[src/rtl/out_port_alloc_if.sv]
// rtl/out_port_alloc_if.sv - request/flit handshake and grant bundle for one output port
interface out_port_alloc_if #(
    parameter int IN_N = 5
);
    localparam int SEL_W = (IN_N > 1) ? $clog2(IN_N) : 1;

    logic [IN_N-1:0]  req_i;
    logic [IN_N-1:0]  vld_i;
    logic [IN_N-1:0]  tail_i;
    logic             out_rdy_i;
    logic [SEL_W-1:0] sel_o;
    logic [IN_N-1:0]  gnt_oh_o;
    logic             locked_o;
    logic             xfer_o;
    logic             timeout_o;

    modport master (
        output req_i, vld_i, tail_i, out_rdy_i,
        input  sel_o, gnt_oh_o, locked_o, xfer_o, timeout_o
    );

    modport slave (
        input  req_i, vld_i, tail_i, out_rdy_i,
        output sel_o, gnt_oh_o, locked_o, xfer_o, timeout_o
    );
endinterface

[src/rtl/out_port_alloc.sv]
// rtl/out_port_alloc.sv - matrix-arbitrated packet lock for one output port; OUT_PORT_ALLOC_TIMEOUT_EN adds stall release
module out_port_alloc #(
    parameter int IN_N        = 5,
    parameter int TIMEOUT_CYC = 15
) (
    input  logic            clk_i,
    input  logic            rst_ni,
    out_port_alloc_if.slave bus
);
    localparam int SEL_W = (IN_N > 1) ? $clog2(IN_N) : 1;

    if (TIMEOUT_CYC < 1) begin : g_bad_timeout
        $error("TIMEOUT_CYC must be at least 1");
    end

    typedef enum logic {IDLE, LOCKED} state_e;
    typedef logic [IN_N-1:0][IN_N-1:0] prio_t;

    // Input 0 beats everyone, input IN_N-1 beats no one.
    function automatic prio_t prio_init();
        prio_t m;
        for (int i = 0; i < IN_N; i++)
            for (int j = 0; j < IN_N; j++)
                m[i][j] = (j > i);
        return m;
    endfunction

    localparam prio_t PRIO_RST = prio_init();

    state_e           state_q, state_d;
    logic [SEL_W-1:0] sel_q, win_idx;
    logic [IN_N-1:0]  gnt_q, win_oh, beaten;
    prio_t            prio_q, prio_d;
    logic             sel_vld, xfer, force_rel, do_lock;

    assign sel_vld = bus.vld_i[sel_q];
    assign xfer    = (state_q == LOCKED) && sel_vld && bus.out_rdy_i;
    assign do_lock = (state_q == IDLE) && (|bus.req_i);

    always_comb begin
        beaten  = '0;
        win_oh  = '0;
        win_idx = '0;
        for (int i = 0; i < IN_N; i++) begin
            for (int j = 0; j < IN_N; j++)
                if (j != i && bus.req_i[j] && prio_q[j][i])
                    beaten[i] = 1'b1;
            win_oh[i] = bus.req_i[i] && !beaten[i];
        end
        for (int i = 0; i < IN_N; i++)
            if (win_oh[i])
                win_idx = win_idx | SEL_W'(i);
    end

    // Winner falls to lowest priority: its row cleared, its column set.
    always_comb begin
        prio_d = prio_q;
        if (do_lock) begin
            for (int i = 0; i < IN_N; i++)
                for (int j = 0; j < IN_N; j++) begin
                    if (win_oh[i])
                        prio_d[i][j] = 1'b0;
                    else if (win_oh[j])
                        prio_d[i][j] = 1'b1;
                end
        end
    end

    always_comb begin
        state_d = state_q;
        case (state_q)
            IDLE:    if (do_lock) state_d = LOCKED;
            LOCKED:  if ((xfer && bus.tail_i[sel_q]) || force_rel) state_d = IDLE;
            default: state_d = IDLE;
        endcase
    end

    always_ff @(posedge clk_i or negedge rst_ni) begin
        if (!rst_ni) begin
            state_q <= IDLE;
            sel_q   <= '0;
            gnt_q   <= '0;
            prio_q  <= PRIO_RST;
        end else begin
            state_q <= state_d;
            prio_q  <= prio_d;
            if (do_lock) begin
                sel_q <= win_idx;
                gnt_q <= win_oh;
            end else if (state_d == IDLE) begin
                gnt_q <= '0;
            end
        end
    end

`ifdef OUT_PORT_ALLOC_TIMEOUT_EN
    localparam int CNT_W = $clog2(TIMEOUT_CYC + 1);

    logic [CNT_W-1:0] stall_q;
    logic             timeout_q;

    // Only a missing flit counts as a stall; backpressure never forces release.
    assign force_rel = (state_q == LOCKED) && !sel_vld && (stall_q == CNT_W'(TIMEOUT_CYC - 1));

    always_ff @(posedge clk_i or negedge rst_ni) begin
        if (!rst_ni) begin
            stall_q   <= '0;
            timeout_q <= 1'b0;
        end else begin
            timeout_q <= force_rel;
            if (state_q != LOCKED || sel_vld || force_rel)
                stall_q <= '0;
            else
                stall_q <= stall_q + 1'b1;
        end
    end

    assign bus.timeout_o = timeout_q;
`else
    assign force_rel     = 1'b0;
    assign bus.timeout_o = 1'b0;
`endif

    assign bus.sel_o    = sel_q;
    assign bus.gnt_oh_o = gnt_q;
    assign bus.locked_o = (state_q == LOCKED);
    assign bus.xfer_o   = xfer;
endmodule

[src/flat_wrapper.sv]
// flat-port wrapper written by rule: the top's interface ports become plain ports
module out_port_alloc_flat 
#(
    parameter int IN_N        = 5,
    parameter int TIMEOUT_CYC = 15
)
  (clk_i, rst_ni, bus_req_i, bus_vld_i, bus_tail_i, bus_out_rdy_i, bus_sel_o, bus_gnt_oh_o, bus_locked_o, bus_xfer_o, bus_timeout_o);
  out_port_alloc_if #(.IN_N(IN_N)) bus_i ();
  input  logic clk_i;
  input  logic rst_ni;
  input wire logic [$bits(bus_i.req_i)-1:0] bus_req_i;
  input wire logic [$bits(bus_i.vld_i)-1:0] bus_vld_i;
  input wire logic [$bits(bus_i.tail_i)-1:0] bus_tail_i;
  input wire logic [$bits(bus_i.out_rdy_i)-1:0] bus_out_rdy_i;
  output wire logic [$bits(bus_i.sel_o)-1:0] bus_sel_o;
  output wire logic [$bits(bus_i.gnt_oh_o)-1:0] bus_gnt_oh_o;
  output wire logic [$bits(bus_i.locked_o)-1:0] bus_locked_o;
  output wire logic [$bits(bus_i.xfer_o)-1:0] bus_xfer_o;
  output wire logic [$bits(bus_i.timeout_o)-1:0] bus_timeout_o;
  assign bus_i.req_i = bus_req_i;
  assign bus_i.vld_i = bus_vld_i;
  assign bus_i.tail_i = bus_tail_i;
  assign bus_i.out_rdy_i = bus_out_rdy_i;
  assign bus_sel_o = bus_i.sel_o;
  assign bus_gnt_oh_o = bus_i.gnt_oh_o;
  assign bus_locked_o = bus_i.locked_o;
  assign bus_xfer_o = bus_i.xfer_o;
  assign bus_timeout_o = bus_i.timeout_o;
  out_port_alloc #(.IN_N(IN_N), .TIMEOUT_CYC(TIMEOUT_CYC)) u_core (.clk_i(clk_i), .rst_ni(rst_ni), .bus(bus_i));
endmodule
[config.mk]
export PLATFORM = sky130hd
export DESIGN_NAME = out_port_alloc_flat
export DESIGN_NICKNAME = d
export VERILOG_FILES = /design/src/rtl/out_port_alloc_if.sv /design/src/rtl/out_port_alloc.sv /design/src/flat_wrapper.sv
export SDC_FILE = /design/constraint.sdc
export NUM_CORES = 1
export LEC_CHECK = 0
export ABC_AREA = 1
export CORE_MARGIN = 4
export CORE_UTILIZATION = 42
export CTS_CLUSTER_DIAMETER = 30
export DETAILED_ROUTE_END_ITERATION = 16
export GPL_ROUTABILITY_DRIVEN = 0
export PLACE_DENSITY = 0.7
export SLEW_MARGIN = 10
export SYNTH_ARGS = -nofsm -noshare
export SYNTH_HDL_FRONTEND = slang
export SYNTH_SLANG_ARGS = --single-unit
[constraint.sdc]
create_clock -name clk_i -period 1 [get_ports clk_i]
set_input_delay 0.2 -clock clk_i [delete_from_list [all_inputs] [get_ports clk_i]]
set_output_delay 0.2 -clock clk_i [all_outputs]
set_load 0.01 [all_outputs]
==> Yosys cells after proc, flatten, opt, wreduce, memory -nomap -nowiden <==
Cells that the tools add are included.
{ "totals": {"ff_bits": 29, "elab_cells": 139} }
{ "classes": {"order_cmp": 1, "eq_ne": 1, "muxes": 58, "n_bitwise": 1, "n_reduce_logical": 55} }
{ "ops": {"columns": ["operator", "n"], "rows": [
  ["two-way mux 1 bit", 50],
  ["logical AND 1 bit", 29],
  ["AND reduction 2 bit", 10],
  ["nonzero test 2 bit", 10],
  ["two-way mux 5 bit", 2],
  ["binary-select mux 1 bit (select 3 bit)", 2],
  ["zero test 1 bit", 5],
  ["OR reduction 5 bit", 1],
  ["less-than comparator 3 x 4 -> 1 bit, second input constant", 1],
  ["two-way mux 2 bit", 2],
  ["two-way mux 3 bit", 1],
  ["!= test 2 bit, second input constant", 1],
  ["one-hot mux 1 bit (2 select lines)", 1],
  ["NOT 1 bit", 1]
]} }

==> Depth between registers and ports, before layout <==
{ "depth": {"ltp_word": 11, "mapped_depth": 8} }

==> Worst setup path after synthesis <==
No wires, ideal clock.
{ "synth_path": {"path_type": "register to register", "startpoint": "reg u_core.sel_q[0] (netlist: u_core.bus.sel_o[0])", "endpoint": "reg u_core.gnt_q[4] (netlist: u_core.bus.gnt_oh_o[4])", "arrival_ns": 1.153, "slack_ns": -0.272, "path_stages_with_launch": 9, "path_buffers": 0, "cell_sequence": "dfrtp_1 nor2_1 nand2_1 nand2_1 nand2_1 a21oi_2 nand2_2 nand3_1 nand2_1"} }
{ "synth_between": {"elab_chain_cells": 8, "elab_cells_between_ends": 10} }
{ "synth_lines": {"columns": ["element", "line", "text"], "rows": [
  ["start: declaration", "out_port_alloc.sv:31", "logic [SEL_W-1:0] sel_q, win_idx;"],
  ["start signal: assignment", "out_port_alloc.sv:88", "sel_q <= win_idx;"],
  ["binary-select mux 1 bit (select 3 bit)", "out_port_alloc.sv:36", "assign sel_vld = bus.vld_i[sel_q];"],
  ["two-way mux 1 bit (implied by the code)", "out_port_alloc.sv:36", null],
  ["logical AND 1 bit (2 in series)", "out_port_alloc.sv:37", "assign xfer = (state_q == LOCKED) && sel_vld && bus.out_rdy_i;"],
  ["via bus_xfer_o", "flat_wrapper.sv:18", "output wire logic [$bits(bus_i.xfer_o)-1:0] bus_xfer_o;"],
  ["logical AND 1 bit", "out_port_alloc.sv:73", "LOCKED: if ((xfer && bus.tail_i[sel_q]) || force_rel) state_d = IDLE;"],
  ["two-way mux 1 bit", "out_port_alloc.sv:73", null],
  ["one-hot mux 1 bit (2 select lines)", "out_port_alloc.sv:71", "case (state_q)"],
  ["!= test 2 bit (no source line)", null, null],
  ["end signal: assignment", "out_port_alloc.sv:89", "gnt_q <= win_oh;"],
  ["end: declaration", "out_port_alloc.sv:32", "logic [IN_N-1:0] gnt_q, win_oh, beaten;"]
]} }
The timed path passes the listed nets, and every way through them passes these cells. The select of a mux whose other input is x is not followed.
A chain may end at the register's enable or synchronous reset.

==> Worst setup path after layout <==
{ "layout_path": {"startpoint": "reg u_core.sel_q[0] (netlist: u_core.bus.sel_o[0])", "endpoint": "out bus_xfer_o"} }
{ "layout_between": {"elab_chain_cells": 4} }
{ "layout_lines": {"columns": ["element", "line"], "rows": [
  ["binary-select mux 1 bit (select 3 bit)", "out_port_alloc.sv:36"],
  ["two-way mux 1 bit (implied by the code)", "out_port_alloc.sv:36"],
  ["logical AND 1 bit (2 in series)", "out_port_alloc.sv:37"],
  ["end: declaration", "flat_wrapper.sv:18"]
]} }
Every way passes these cells. The select of a mux whose other input is x is not followed.

==> impl_metrics.tcl <==
set metrics [dict create \
    status "complete, but fails checks" \
    violations "setup timing" \
    ys.flop_type "dfrtp_1" \
    setup_viol 39 \
    slew_violations 0 \
    die_width_um 65.1 \
    synthDistinctLibCells 22 \
    synth_top_area_frac 0.347 \
    fillers 155 \
    power.density_nw_per_um2 2900 \
    critPathLaunch "u_core.bus.sel_o[0]" \
    synth_fp_nets 183 \
    switching_share 0.404 \
    post-route-util 0.857 \
    cp.depth 6 \
    seq_area_frac_synth 0.538 \
    clock-sinks 29 \
    final_nets 271 \
    die_area_sq_um 4240 \
    reg2reg_depth 10 \
    timing.final.hold_violations 0 \
    synth_area_leaders "dfrtp_1 35%, dfstp_2 19%, nand2_1 11%" \
    grt_pass1_vias 1380 \
    p_seq_frac 0.305 \
    cp-start-kind "flop" \
    pwr-share-comb 0.598 \
    cap_violations 0 \
    skew_ns 0.00876 \
    fin_cells 298 \
    ys_warn_count 0 \
    ys_async_sr_fraction 1.00 \
    path_delay_family "flip-flops" \
    worst_path_most_repeated_cell "nand2_1" \
    path_cells "buf_6, nand2_1, nand3_1, nand2_1, a21oi_2, buf_2" \
    hold_class "in -> async" \
    grt-ovfl-total 0 \
    cts-root-buf "clkbuf_4" \
    intPower_mw 4.55 \
    crit_type "reg -> out" \
    grtUsageTotal 0.199 \
    rrSetupSlack_ns -0.40 \
    synth.cell_area_sq_um 1370 \
    finalWirelength_um 4740 \
    p_leak_nw 1.24 \
    clk_path_buf_depth 2 \
    grt_max_degree 30 \
    clkTransAtPathRegs_ns 0.09 \
    vias 1475 \
    crit_path_end "bus_xfer_o" \
    cts_buffers 5 \
    fmax_ghz 0.628 \
    max_stage_delay_ns 0.43 \
    end_kind "primary output" \
    cts-htree-levels 2 \
    rows 20 \
    io_pins 29 \
    vdd_drop_max_uv 1840 \
    ys_seq_elements 29 \
    wire_per_inst_um 15.9 \
    dp_cells 260 \
    antennaDiodeCount 0 \
    yosys.area.top_type "dfrtp_1" \
    drive_gt1_frac 0.654 \
    crit_fanout 4 \
    die_y_um 65.1 \
    grt_pass1_wl_um 6340 \
    crit_required_ns 0.80 \
    setup_ws_ns -0.594 \
    area_growth_pct 92.2 \
    crit-reg2reg-launch "u_core.bus.sel_o[0]" \
    synth.avg_cell_area_sq_um 8.31 \
    drc 0 \
    syn_inst 165 \
    synth_most_common_cell "nand2_1" \
    hold_buffers 0 \
    place_area_sq_um 1990 \
    clk_latency_ns 0.34 \
    rsz0062_at_grt "true" \
    synth_edf_count 0 \
    crit_buf_inv 2 \
    portBuffers 27 \
    post_drt_via_cell_ratio 4.95 \
    antenna_found_initial 0 \
    detail_route.first_pass.iterations 4 \
    dpl.hpwl_um 2540 \
    period_minus_slack_ns 1.59 \
    r2r_end "u_core.bus.gnt_oh_o[1]" \
    power.net_switching_mw 3.09 \
    cp.arrival_ns 1.39 \
    clkPwrFrac 0.097 \
    core_sq_um 3080 \
    drt_iter0_drc 86 \
    cp_slowest_cell "dfrtp_2" \
    setup_tns_ns -8.20 \
    finalCritPeriodShare 1.59 \
    antenna_left 0 \
    initial_core_util 0.446 \
    cts_tree "yes" \
    design_area_sq_um 2640 \
    synth_common_cells "40 x nand2_1, 33 x nor2_1, 19 x dfrtp_1" \
]
-- cell families (layout without fill, tap and decap cells) --
family | Yosys count | in the layout | share of synthesized area
other | 1 | 1 | 0.00273
DFF | 29 | 29 | 0.538
and+or+nand+nor | 99 | 99 | 0.320
buffers and inverters | 21 | 110 | 0.0757
AOI/OAI and AO/OA | 15 | 15 | 0.0629
-- layout make-up --
cell class / instances / area [sq um] / area share
Clock buffer: 8 / 58.8 / 0.0223
Inverter: 19 / 141 / 0.0536
Sequential cell: 29 / 739 / 0.280
Multi-Input combinational cell: 115 / 931 / 0.353
Tap cell: 44 / 55.1 / 0.0209
Timing Repair Buffer: 83 / 711 / 0.270
-- registers in the layout, summed over array words and instances, names as in the netlist --
| signal | cells |
|---|---|
| u_core.bus.sel_o | 3 |
| u_core.prio_q | 20 |
| u_core.bus.locked_o | 1 |
| u_core.bus.gnt_oh_o | 5 |
-- metrics by stage --
step                      power [mW]  setup WS [ns]  hold slack [ns]
after floorplan                 3.73         -0.246          -0.0956
after global placement          4.85         -0.712            0.477
after detailed placement        4.95         -0.729            0.476
after CTS                       6.30         -0.519            0.231
after global routing            8.08         -0.655            0.213
final                           7.64         -0.594            0.218
-- power groups by stage --
| stage | Sequential [mW] | Combinational [mW] | Clock [mW] |
|---|---|---|---|
| after CTS | 2.25 | 3.29 | 0.751 |
| after global routing | 2.38 | 4.87 | 0.827 |
| after detailed placement | 2.23 | 2.72 | 0 |
| final | 2.33 | 4.57 | 0.742 |
| after global placement | 2.20 | 2.65 | 0 |
| after floorplan | 2.23 | 1.50 | 0 |
-- per-layer routing --
metal	wire [um]	track usage	vias to the layer above
met5	0	0	-
met4	81	0.101	0
met3	272	0.0530	12
met2	2550	0.331	51
met1	1840	0.236	714
li1	-	-	698
-- repair_timing --
action	CTS	global route
buffers inserted	9	24
hold endpoints to repair	0	0
pin swaps	19	24
gates resized for setup	91	60
setup endpoints to repair	39	39
-- placed cells by master (no fill, tap or decap), types with 7 or more instances in the layout --
cell	netlist	layout
buf_4	1	43
buf_6	0	15
clkdlybuf4s50_1	0	12
dfrtp_1	19	18
dfstp_2	10	10
inv_1	11	9
nand2_1	40	26
nand2_2	2	13
nand3_2	0	16
nor2_1	33	7
nor2_4	0	20
-- how the worst min path moves through the flow --
stage,slack [ns],to,start
finish,0.22,u_core.bus.sel_o[1],rst_ni
global placement,0.48,u_core.prio_q[4],u_core.prio_q[4]
CTS,0.23,u_core.prio_q[22],rst_ni
floorplan,-0.1,u_core.bus.gnt_oh_o[0],rst_ni
detailed placement,0.48,u_core.prio_q[7],u_core.prio_q[7]
global route,0.21,u_core.prio_q[22],rst_ni
(Power assumes the default switching activity.)
